File: src/rtl/gray2bin_stream.sv
// Streaming Gray-to-binary decoder with a registered output stage and a +/-1 step checker.
// Optional saturating step-error counter enabled by defining GRAY2BIN_ERRCNT_EN.
module gray2bin_stream #(
    parameter int WIDTH    = 4,
    parameter int ERRCNT_W = 8
) (
    input  logic                clk,
    input  logic                rst,
    input  logic                in_valid,
    output logic                in_ready,
    input  logic [WIDTH-1:0]    in_gray,
    output logic                out_valid,
    input  logic                out_ready,
    output logic [WIDTH-1:0]    out_bin,
    output logic                out_dir,
    output logic                out_first,
    output logic                out_step_err,
    output logic [ERRCNT_W-1:0] err_count,
    input  logic                resync
);

    logic [WIDTH-1:0] dec_bin;
    logic [WIDTH-1:0] prev_bin_reg;
    logic [WIDTH-1:0] delta;
    logic             out_valid_reg;
    logic [WIDTH-1:0] out_bin_reg;
    logic             out_dir_reg;
    logic             out_first_reg;
    logic             out_step_err_reg;
    logic             first_reg;
    logic             accept;
    logic             first_now;
    logic             step_up;
    logic             step_dn;
    logic             step_bad;

    // Each binary bit is the XOR of all Gray bits at or above it.
    generate
        for (genvar gi = 0; gi < WIDTH; gi++) begin : g_dec
            assign dec_bin[gi] = ^in_gray[WIDTH-1:gi];
        end
    endgenerate

    assign in_ready  = !out_valid_reg || out_ready;
    assign accept    = in_valid && in_ready;
    assign first_now = first_reg || resync;
    assign delta     = dec_bin - prev_bin_reg;
    assign step_up   = (delta == WIDTH'(1));
    assign step_dn   = (delta == {WIDTH{1'b1}});
    assign step_bad  = !first_now && !(step_up || step_dn);

    always_ff @(posedge clk or posedge rst) begin
        if (rst) begin
            out_valid_reg    <= 1'b0;
            out_bin_reg      <= '0;
            out_dir_reg      <= 1'b0;
            out_first_reg    <= 1'b0;
            out_step_err_reg <= 1'b0;
            prev_bin_reg     <= '0;
            first_reg        <= 1'b1;
        end else begin
            if (accept) begin
                out_valid_reg    <= 1'b1;
                out_bin_reg      <= dec_bin;
                out_first_reg    <= first_now;
                out_dir_reg      <= !first_now && step_up;
                out_step_err_reg <= step_bad;
                prev_bin_reg     <= dec_bin;
                first_reg        <= 1'b0;
            end else begin
                if (out_ready) begin
                    out_valid_reg <= 1'b0;
                end
                // A resync without an accept arms the flag for the next word.
                if (resync) begin
                    first_reg <= 1'b1;
                end
            end
        end
    end

`ifdef GRAY2BIN_ERRCNT_EN
    logic [ERRCNT_W-1:0] err_count_reg;

    always_ff @(posedge clk or posedge rst) begin
        if (rst) begin
            err_count_reg <= '0;
        end else if (accept && step_bad && (err_count_reg != {ERRCNT_W{1'b1}})) begin
            err_count_reg <= err_count_reg + ERRCNT_W'(1);
        end
    end

    assign err_count = err_count_reg;
`else
    assign err_count = '0;
`endif

    assign out_valid    = out_valid_reg;
    assign out_bin      = out_bin_reg;
    assign out_dir      = out_dir_reg;
    assign out_first    = out_first_reg;
    assign out_step_err = out_step_err_reg;

endmodule

File: config.mk
export PLATFORM = sky130hd
export DESIGN_NAME = gray2bin_stream
export DESIGN_NICKNAME = d
export VERILOG_FILES = /design/src/rtl/gray2bin_stream.sv
export SDC_FILE = /design/constraint.sdc
export NUM_CORES = 1
export LEC_CHECK = 0
export CORE_MARGIN = 8
export CORE_UTILIZATION = 30
export DETAILED_ROUTE_END_ITERATION = 10
export RECOVER_POWER = 50
export SYNTH_ARGS = -nofsm -noshare
export SYNTH_HDL_FRONTEND = slang
export SYNTH_SLANG_ARGS = --single-unit
File: constraint.sdc
create_clock -name clk -period 2.2 [get_ports clk]
set_clock_uncertainty 0.1 [all_clocks]
set_input_delay 0.44 -clock clk [delete_from_list [all_inputs] [get_ports clk]]
set_output_delay 0.44 -clock clk [all_outputs]
set_load 0.005 [all_outputs]
==> results.sh <==
export IMPL_p_per_area_nw_per_um2=688.9
export IMPL_r2r_cells=5
export IMPL_cp_num_buf_inv=1
export IMPL_antenna_cells=0
export IMPL_postRouteAntennaNets=0
export IMPL_worstHoldStart="out_step_err$_DFFE_PP0P_"
export IMPL_ys_ff_latch=9
export IMPL_wl_per_cell_um=11.04
export IMPL_p_leak_nw=0.4195
export IMPL_via_per_inst=4.036
export IMPL_synth_top_area_share_pct=33.06
export IMPL_grt_ovfl_total=0
export IMPL_comb_power_share_pct=45.1
export IMPL_sequentialPowerShare_pct=33.9
export IMPL_chipHeight_um=60.93
export IMPL_port_buffers=17
export IMPL_worstPathMaxFanout=2
export IMPL_clockBufferDepth=2
export IMPL_core_um2=1942
export IMPL_drt_pass1_iterations=4
export IMPL_dp_hpwl_um=1021
export IMPL_crit_path_top_delay_cell="fa_2"
export IMPL_violations="setup timing"
export IMPL_num_vias=452
export IMPL_clkTransAtPathRegs_ns=0.06
export IMPL_io_pins=26
export IMPL_critPathArrivalTime_ns=2.37
export IMPL_synthTopCellsByArea="dfrtp_1, buf_4, ha_1, xor2_2, dfstp_2"
export IMPL_yosysWarnings=0
export IMPL_synth_area_um2=605.6
export IMPL_outcome="finished with violations"
export IMPL_grt_pass1_wl_um=1904
export IMPL_reg2reg_from="out_bin[0]$_DFFE_PP0P_"
export IMPL_routed_wl_um=1237
export IMPL_tns_ns=-0.2416
export IMPL_hold_buffers=0
export IMPL_chipWidth_um=60.93
export IMPL_cts_tree="built"
export IMPL_crit_type="in2reg"
export IMPL_fin_crit_sh_pct=105.6
export IMPL_clock_fmax_mhz=430.3
export IMPL_grt_max_degree=12
export IMPL_r2r_setup_slack_ns=0.26
export IMPL_synth_cells=58
export IMPL_clk_root_buffer_cell="clkbuf_4"
export IMPL_hold_slack_ns=0.3755
export IMPL_setup_ws_ns=-0.1240
export IMPL_ys_seq_area_share_pct=37.40
export IMPL_largest_reg_flops=4
export IMPL_rows=16
export IMPL_start_kind="input pin"
export IMPL_switching_share_pct=31.18
export IMPL_first_global_vias=484
export IMPL_syn_to_final_growth_pct=46.28
export IMPL_power_total_mw=0.6103
export IMPL_synth_distinct_cells=29
export IMPL_synthArstFlopShare_pct=100.0
export IMPL_hold_depth=2
export IMPL_grt_antenna_before_repair=0
export IMPL_path_cells="buf_8 -> xor2_4 -> xnor2_2 -> xor2_2 -> ha_2 -> fa_2 -> or3b_4 -> nor3_2 -> o31ai_1"
export IMPL_peakVddDrop_v=0.0003819
export IMPL_synth_top_area_cell="dfrtp_1"
export IMPL_die_area_um2=3712
export IMPL_max_cap_violations=0
export IMPL_critPathCaptureType="register"
export IMPL_htreeDepth=1
export IMPL_ys_flop_type="dfrtp_1"
export IMPL_p_sw_mw=0.1903
export IMPL_cp_top_family="adder cells"
export IMPL_drc=0
export IMPL_setup_viol=2
export IMPL_drv_slew=0
export IMPL_min_to="out_step_err$_DFFE_PP0P_"
export IMPL_intPower_mw=0.4200
export IMPL_max_stage_delay_ns=0.54
export IMPL_final_min_clock_period_ns=2.324
export IMPL_hold_viol_final=0
export IMPL_p_clk_share_pct=20.9
export IMPL_syn_area_per_cell_um2=10.44
export IMPL_rsz0062_at_grt="yes"
export IMPL_cts_buffers=3
export IMPL_synth_edf_count=0
export IMPL_layout_drive_gt1_share_pct=29.41
export IMPL_nNetsFinal=99
export IMPL_initial_core_util_pct=31.19
export IMPL_first_iter_violations=5
export IMPL_min_path_type="reg2reg"
export IMPL_gp_congestion=0.6730
export IMPL_clkLatencyLatePin_ns=0.26
export IMPL_grt_use_total_pct=7.216
export IMPL_required_ns=2.24
export IMPL_place_ws_ns=-0.8482
export IMPL_cts_sinks=9
export IMPL_r2r_end="out_step_err$_DFFE_PP0P_"
timing repair:
action                                  4_1_cts  5_1_grt
hold endpoints to repair                      0        0
gates resized for setup                      17        0
endpoints found under the setup margin        2        2
setup buffers                                 2        1
pin swaps                                     7        1
cloned                                        0        0
how the worst max path moves through the flow:
stage	depth (start not counted)	slack [ns]	startpoint	endpoint
2_1_floorplan	9	-0.32	in_gray[3]	out_step_err$_DFFE_PP0P_
6_report	9	-0.12	in_gray[2]	out_step_err$_DFFE_PP0P_
5_1_grt	8	-0.17	in_gray[2]	out_dir$_DFFE_PP0P_
3_3_place_gp	10	-0.78	in_gray[3]	out_step_err$_DFFE_PP0P_
3_5_place_dp	10	-0.85	in_gray[3]	out_step_err$_DFFE_PP0P_
4_1_cts	9	-0.18	in_gray[2]	out_step_err$_DFFE_PP0P_
Yosys cell counts (2+ instances only):
cell type	number
a21oi_1	3
buf_4	8
dfrtp_1	8
ha_1	3
inv_1	5
nand2_1	5
nor2_1	2
xnor2_1	2
xor2_2	2
placed cells by master (no fill, tap or decap), types with 2 or more instances in the layout:
| cell type | synthesis | layout |
|---|---|---|
| a21oi_1 | 3 | 3 |
| buf_4 | 8 | 7 |
| clkbuf_1 | 1 | 2 |
| clkbuf_4 | 0 | 3 |
| clkdlybuf4s50_1 | 0 | 11 |
| conb_1 | 1 | 8 |
| dfrtp_1 | 8 | 8 |
| dlygate4sd2_1 | 0 | 2 |
| dlygate4sd3_1 | 0 | 2 |
| ha_1 | 3 | 2 |
| inv_1 | 5 | 5 |
| nand2_1 | 5 | 5 |
| nor2_1 | 2 | 2 |
| o21ai_0 | 1 | 2 |
| xnor2_2 | 1 | 2 |
per-stage QoR:
| stage | cells | instance area (µm²) | util (%) |
|---|---|---|---|
| 6_report | 112 | 885.9 | 45.62 |
| 5_1_grt | 112 | 885.9 | 45.62 |
| 4_1_cts | 111 | 885.9 | 45.62 |
| 3_5_place_dp | 105 | 819.5 | 42.20 |
| 3_3_place_gp | 105 | 819.5 | 42.20 |
| 2_1_floorplan | 65 | 641.9 | - |
kinds of logic (layout without fill, tap and decap cells):
kind of cell	Yosys count	after routing	synth area share, %
and+or+nand+nor	14	14	13.23
buffers and inverters	14	34	13.64
AOI/OAI and AO/OA	10	10	12.81
DFF	9	9	37.40
xor gates and xnor gates	5	5	10.95
adders and majority gates	4	4	9.505
other	1	8	0.6192
muxes	1	1	1.859
tightest hold or removal path, delay by kind of cell, from the launching register on:
kind	cells	cell delay, ns
simple gates	1	0.05
compound gates	1	0.05
flops	1	0.34
per-layer routing:
layer / part of all wire, % / global-route usage [%] / vias to the layer above
met1: 39 / 6.522 / 210
met5: 0 / 0 / -
met3: 9.4 / 4.661 / 0
li1: - / - / 225
met4: 0 / 1.993 / 0
met2: 52 / 12.97 / 17
final cells by class:
type / instances / area (µm²)
clock buffer: 4 / 26.28
sequential: 9 / 226.5
timing repair buffer: 25 / 230.2
tap: 27 / 33.78
fill: 206 / 1056
inverter: 5 / 18.77
multi-input combinational: 42 / 350.3
power groups by stage:
stage	clock network (mW)	registers [mW]	logic, mW
6_report	0.128	0.207	0.275
5_1_grt	0.148	0.210	0.303
4_1_cts	0.135	0.208	0.281
3_5_place_dp	0	0.211	0.257
3_3_place_gp	0	0.210	0.251
2_1_floorplan	0	0.211	0.160
Power figures use the tool's default switching activity.
